`src/rtl/sparse_node_queue.sv`:
```
// Two-bank node-vector queue that serialises each vector as (index, value) pairs, optionally skipping zeros.
// Latency: load at edge N -> first element at edge N+1; load_ready is registered-only, outputs hold while out_ready=0.
module sparse_node_queue #(
  parameter int NODES  = 16,
  parameter int DATA_W = 8,
  parameter int IDX_W  = 4
) (
  input  logic                    clk,
  input  logic                    reset,
  input  logic                    flush,
  input  logic                    load_valid,
  output logic                    load_ready,
  input  logic [NODES*DATA_W-1:0] load_data,
  input  logic                    skip_en,
  output logic                    out_valid,
  input  logic                    out_ready,
  output logic [IDX_W-1:0]        out_index,
  output logic [DATA_W-1:0]       out_value,
  output logic                    out_last,
  output logic                    vec_done
);

  localparam int SEL_W = $clog2(NODES);

  logic [DATA_W-1:0] bankData [2][NODES];
  logic [1:0]        bankFull;
  logic [NODES-1:0]  bankPending [2];
  logic              wrBank;
  logic              rdBank;

  logic              outValid;
  logic              outLast;
  logic              vecDone;
  logic [IDX_W-1:0]  outIndex;
  logic [DATA_W-1:0] outValue;

  logic [NODES-1:0]  loadMask;
  logic [NODES-1:0]  rdPending;
  logic [NODES-1:0]  rdRemain;
  logic [SEL_W-1:0]  pickSel;
  logic              rdFull;
  logic              pickFound;
  logic              lastPick;
  logic              advance;
  logic              emit;
  logic              lastHandshake;
  logic              zeroRelease;
  logic              bankRelease;
  logic              loadFire;

  assign load_ready = !bankFull[wrBank];
  assign loadFire   = load_valid & load_ready & !flush;

  always_comb begin
    loadMask = '1;
    for (int i = 0; i < NODES; i++) begin
      if (skip_en) begin
        loadMask[i] = |load_data[(NODES-1-i)*DATA_W +: DATA_W];
      end
    end
  end

  assign rdPending = bankPending[rdBank];
  assign rdFull    = bankFull[rdBank];
  assign pickFound = |rdPending;
  // Clearing the lowest set bit leaves exactly the nodes still owed after this pick.
  assign rdRemain  = rdPending & (rdPending - NODES'(1));
  assign lastPick  = (rdRemain == '0);

  always_comb begin
    pickSel = '0;
    for (int i = NODES - 1; i >= 0; i--) begin
      if (rdPending[i]) begin
        pickSel = SEL_W'(i);
      end
    end
  end

  assign advance       = !outValid | out_ready;
  assign emit          = advance & rdFull & pickFound;
  assign lastHandshake = outValid & out_ready & outLast;
  // An all-zero bank retires only when it cannot collide with a last-element handshake, so no vec_done is lost.
  assign zeroRelease   = rdFull & !pickFound & !lastHandshake;
  assign bankRelease   = (emit & lastPick) | zeroRelease;

  always_ff @(posedge clk) begin
    if (loadFire) begin
      for (int i = 0; i < NODES; i++) begin
        bankData[wrBank][i] <= load_data[(NODES-1-i)*DATA_W +: DATA_W];
      end
    end
  end

  always_ff @(posedge clk or posedge reset) begin
    if (reset) begin
      bankFull       <= '0;
      bankPending[0] <= '0;
      bankPending[1] <= '0;
      wrBank         <= 1'b0;
      rdBank         <= 1'b0;
      outValid       <= 1'b0;
      outLast        <= 1'b0;
      outIndex       <= '0;
      outValue       <= '0;
      vecDone        <= 1'b0;
    end else if (flush) begin
      bankFull       <= '0;
      bankPending[0] <= '0;
      bankPending[1] <= '0;
      wrBank         <= 1'b0;
      rdBank         <= 1'b0;
      outValid       <= 1'b0;
      outLast        <= 1'b0;
      vecDone        <= 1'b0;
    end else begin
      vecDone <= lastHandshake | zeroRelease;

      // A free write bank can never be the full read bank, so load and drain never touch the same bank.
      if (loadFire) begin
        bankFull[wrBank]    <= 1'b1;
        bankPending[wrBank] <= loadMask;
        wrBank              <= ~wrBank;
      end

      if (emit) begin
        bankPending[rdBank] <= rdRemain;
        outValid            <= 1'b1;
        outIndex            <= IDX_W'(pickSel);
        outValue            <= bankData[rdBank][pickSel];
        outLast             <= lastPick;
      end else if (advance) begin
        outValid <= 1'b0;
      end

      if (bankRelease) begin
        bankFull[rdBank] <= 1'b0;
        rdBank           <= ~rdBank;
      end
    end
  end

  assign out_valid = outValid;
  assign out_index = outIndex;
  assign out_value = outValue;
  assign out_last  = outLast;
  assign vec_done  = vecDone;

endmodule

```
`config.mk`:
```
export PLATFORM = sky130hd
export DESIGN_NAME = sparse_node_queue
export DESIGN_NICKNAME = d
export VERILOG_FILES = /design/src/rtl/sparse_node_queue.sv
export SDC_FILE = /design/constraint.sdc
export NUM_CORES = 1
export LEC_CHECK = 0
export ABC_AREA = 1
export BUFFER_PORTS_ARGS = -buffer_cell sky130_fd_sc_hd__clkbuf_2
export CAP_MARGIN = 30
export CORE_MARGIN = 3
export CORE_UTILIZATION = 30
export DETAILED_ROUTE_END_ITERATION = 10
export GPL_TIMING_DRIVEN = 1
export SYNTH_ARGS = -nofsm -noshare
export SYNTH_HDL_FRONTEND = slang
export SYNTH_SLANG_ARGS = --single-unit
```
`constraint.sdc`:
```
create_clock -name clk -period 9.8 [get_ports clk]
set_input_delay 0.49 -clock clk [delete_from_list [all_inputs] [get_ports clk]]
set_output_delay 0.49 -clock clk [all_outputs]
set_load 0.01 [all_outputs]
```
==> run metrics <==
Tcrit/Tclk final 50.3%; post-route clock skew 0.0127 ns; worst flop-to-flop path startpoint rdBank$_DFFE_PP0P_; hold_buf cts 0; CP arrival 5.32 ns; register area share after synthesis 65.5%; CP Class reg -> reg; GRT Total Usage 15.9%; Nets 1457; FF-to-FF End bankPending[20]$_DFF_PP0_; worst-margin pin slew 0.971 ns; Avg Inst Size Synth 11.6 sq um; initial antenna violation count 0; Buf+Inv Stages, Crit Path 5; Area contributors post-synth edfxtp_1 (56%), dfrtp_1 (9.3%), mux2i_1 (8.1%), nand3_1 (6.9%), nand2_1 (6.0%); vias 9663; Max Buffers Root-to-Sink 3; Die Area 48200 sq um; Port Buf Inserts 149; Crit Path Max Fanout 61; PostCTS Resize Cnt 0; First DRT Iteration DRCs 923; Post-Syn Nets 1318; Die Width 220 um; r2r worst-path depth 17; Hold Path Class in -> async; Async SR Flop Fraction 16.6%; R2R Setup Slk 4.87 ns; Vias/cell 4.97; Distinct cells, synth 41; Routed Antenna Nets 0; FILL cells 4361; leakage 6.00 nW; Peak Freq 203 MHz; CP top delay family buffers and inverters; RSZ-0062 raised after global routing false; largest net degree at the start of global routing 67; Primary FF master, synth edfxtp_1; Yosys reg bits 307; share of cells above drive strength 1 18.1%; DR pass1 iterations 7; final hold vios 0; area delta synth->final 17.5%; ANT cells 0; Avg WL per Cell 19.8 um; fin. max-slew vios 0; Synth Instances 1184; Post-Syn Area 13700 sq um; critical-path cell list buf_4 -> buf_4 -> nand2_1 -> nand2_2 -> nor2_4 -> nand2_1 -> nor2_2 -> inv_2 -> nor2_4 -> nand2_2 -> nor3_2 -> nor3_2 -> inv_4 -> nor2_2 -> inv_2 -> nand2_1 -> o32ai_1; Num Clock Sinks 307; clock root cell clkbuf_16; Max IR drop VDD 0.418 mV; first-pass GRT wire length 57800 um; final hold slack 0.130 ns; most frequent cell on the critical path nand2_1; Clk pin slew, worst setup/hold paths 0.06 ns; Max Cap Violations 0; EDFF count, synth 256; Row Count 77; fin crit period 4.93 ns; Critical Path RT 10.20 ns; setup bufs post-CTS 0; chip height 220 um; Rel. slew slack 35.2%; CP max-delay cell dfrtp_4; YS warnings 0; TritonCTS clock tree done; worst-skew pair later-pin latency 0.52 ns; top cell type by total area after synthesis edfxtp_1; Worst Setup End Kind flip-flop; # DRC 0; Routed WL 38400 um; crit path launch rdBank$_DFFE_PP0P_; status completed; vias in the first global route 9568; setup TNS 0 ns; Initial Util 30.7%; share of the synthesized area in the top cell type 56.2%; core area 44600 sq um; count of final setup violators 0; RePlAce Congestion 0.906; IO Count 150; startpoint types flip-flop; Critical Path Max Stage Delay 0.96 ns; pwr dens 350 nW/um^2; Final HPWL DP 26700 um; Num CTS Buffers 36; GRT overflow 0; H-tree depth 2
[worst min-delay path, delay by kind of cell]
family                 cells  cell delay, ns
buffers and inverters      3            0.65
[logic make-up after synthesis]
| group | Yosys count | synth area share, % |
|---|---|---|
| simple gates | 548 | 18.0 |
| flops | 307 | 65.5 |
| mux | 112 | 8.20 |
| buf+inv | 112 | 3.93 |
| compound gates | 105 | 4.34 |
[placed cells by master, fill, tap and decap left out, types with 37 or more instances in the layout]
master / instances
edfxtp_1: 256
nand2_1: 217
nand3_1: 189
clkbuf_2: 149
mux2i_1: 111
nor2_1: 75
dfrtp_1: 50
o21ai_0: 49
inv_1: 40
clkbuf_16: 37
[metal layers]
layer / GRT usage [%] / vias to the layer above / part of all wire (%)
met5: 0 / - / 0
met4: 4.08 / 0 / 1.6
met3: 3.83 / 42 / 8.1
met2: 24.5 / 369 / 46
met1: 22.6 / 4705 / 45
li1: - / 4547 / -
[stage by stage]
stage          util, %  setup WS (ns)  cells  cell area [sq um]  power, W
2_1_floorplan        -           1.33   1184              13700   0.00364
3_3_place_gp      33.5           4.88   1876              14900   0.00438
3_5_place_dp      33.5           4.83   1877              15000   0.00439
4_1_cts           36.0           4.83   1943              16100   0.00566
5_1_grt           36.0           4.46   1943              16100   0.00601
6_report          36.0           4.87   1943              16100   0.00563
[Yosys cell counts (2+ instances only)]
cell type    n
o22ai_1      6
nor2_1      77
o21a_1       2
dfrtp_1     51
o21ai_1      8
nor3_1      21
inv_4        2
o32ai_1      4
or4_1        2
buf_4        5
a311oi_1     2
clkbuf_1    22
mux2i_1    111
a211oi_1     6
a21oi_1     21
buf_2       21
buf_1        4
o21ai_2      2
or2_1        2
nand2_2      5
a31oi_1      2
nand2_1    217
nor3_2       2
edfxtp_1   256
o21ai_0     49
clkinv_1     2
nand3_1    189
nor4_1      19
or3_1        2
inv_2        6
buf_6        9
inv_1       41
nor2_2       4
nor2_4       5
[registers in the layout, summed over array words and instances (netlist names)]
signal / flops
out_valid: 1
out_value: 8
wrBank: 1
vec_done: 1
bankFull: 2
bankPending: 32
rdBank: 1
out_last: 1
bankData: 256
out_index: 4
[report_power, final]
part	leakage, nW	switching [W]	internal, W	total, W
clock	0.542	0.000525	0.000732	0.00126
sequential	3.02	0.000120	0.00159	0.00171
combinational	2.44	0.00189	0.000776	0.00266
total	6.00	0.00253	0.00310	0.00563
[area by class of cell]
type / count / area [sq um] / area share, %
Multi-Input combinational cell: 765 / 4200 / 26.1
Clock buffer: 47 / 973 / 6.06
Clock inverter: 19 / 135 / 0.841
Inverter: 51 / 196 / 1.22
Timing Repair Buffer: 162 / 863 / 5.37
Sequential cell: 307 / 8970 / 55.8
Tap cell: 592 / 741 / 4.61
[worst max path at each step]
stage	end	slack (ns)	depth (start not counted)
floorplan	bankPending[30]$_DFF_PP0_	1.33	8
global placement	out_value[7]$_DFFE_PP0P_	4.88	20
detailed placement	bankPending[20]$_DFF_PP0_	4.83	17
CTS	bankPending[20]$_DFF_PP0_	4.83	17
global route	bankPending[20]$_DFF_PP0_	4.46	17
finish	bankPending[20]$_DFF_PP0_	4.87	17
Note: power is estimated with default switching activity, not from simulation.
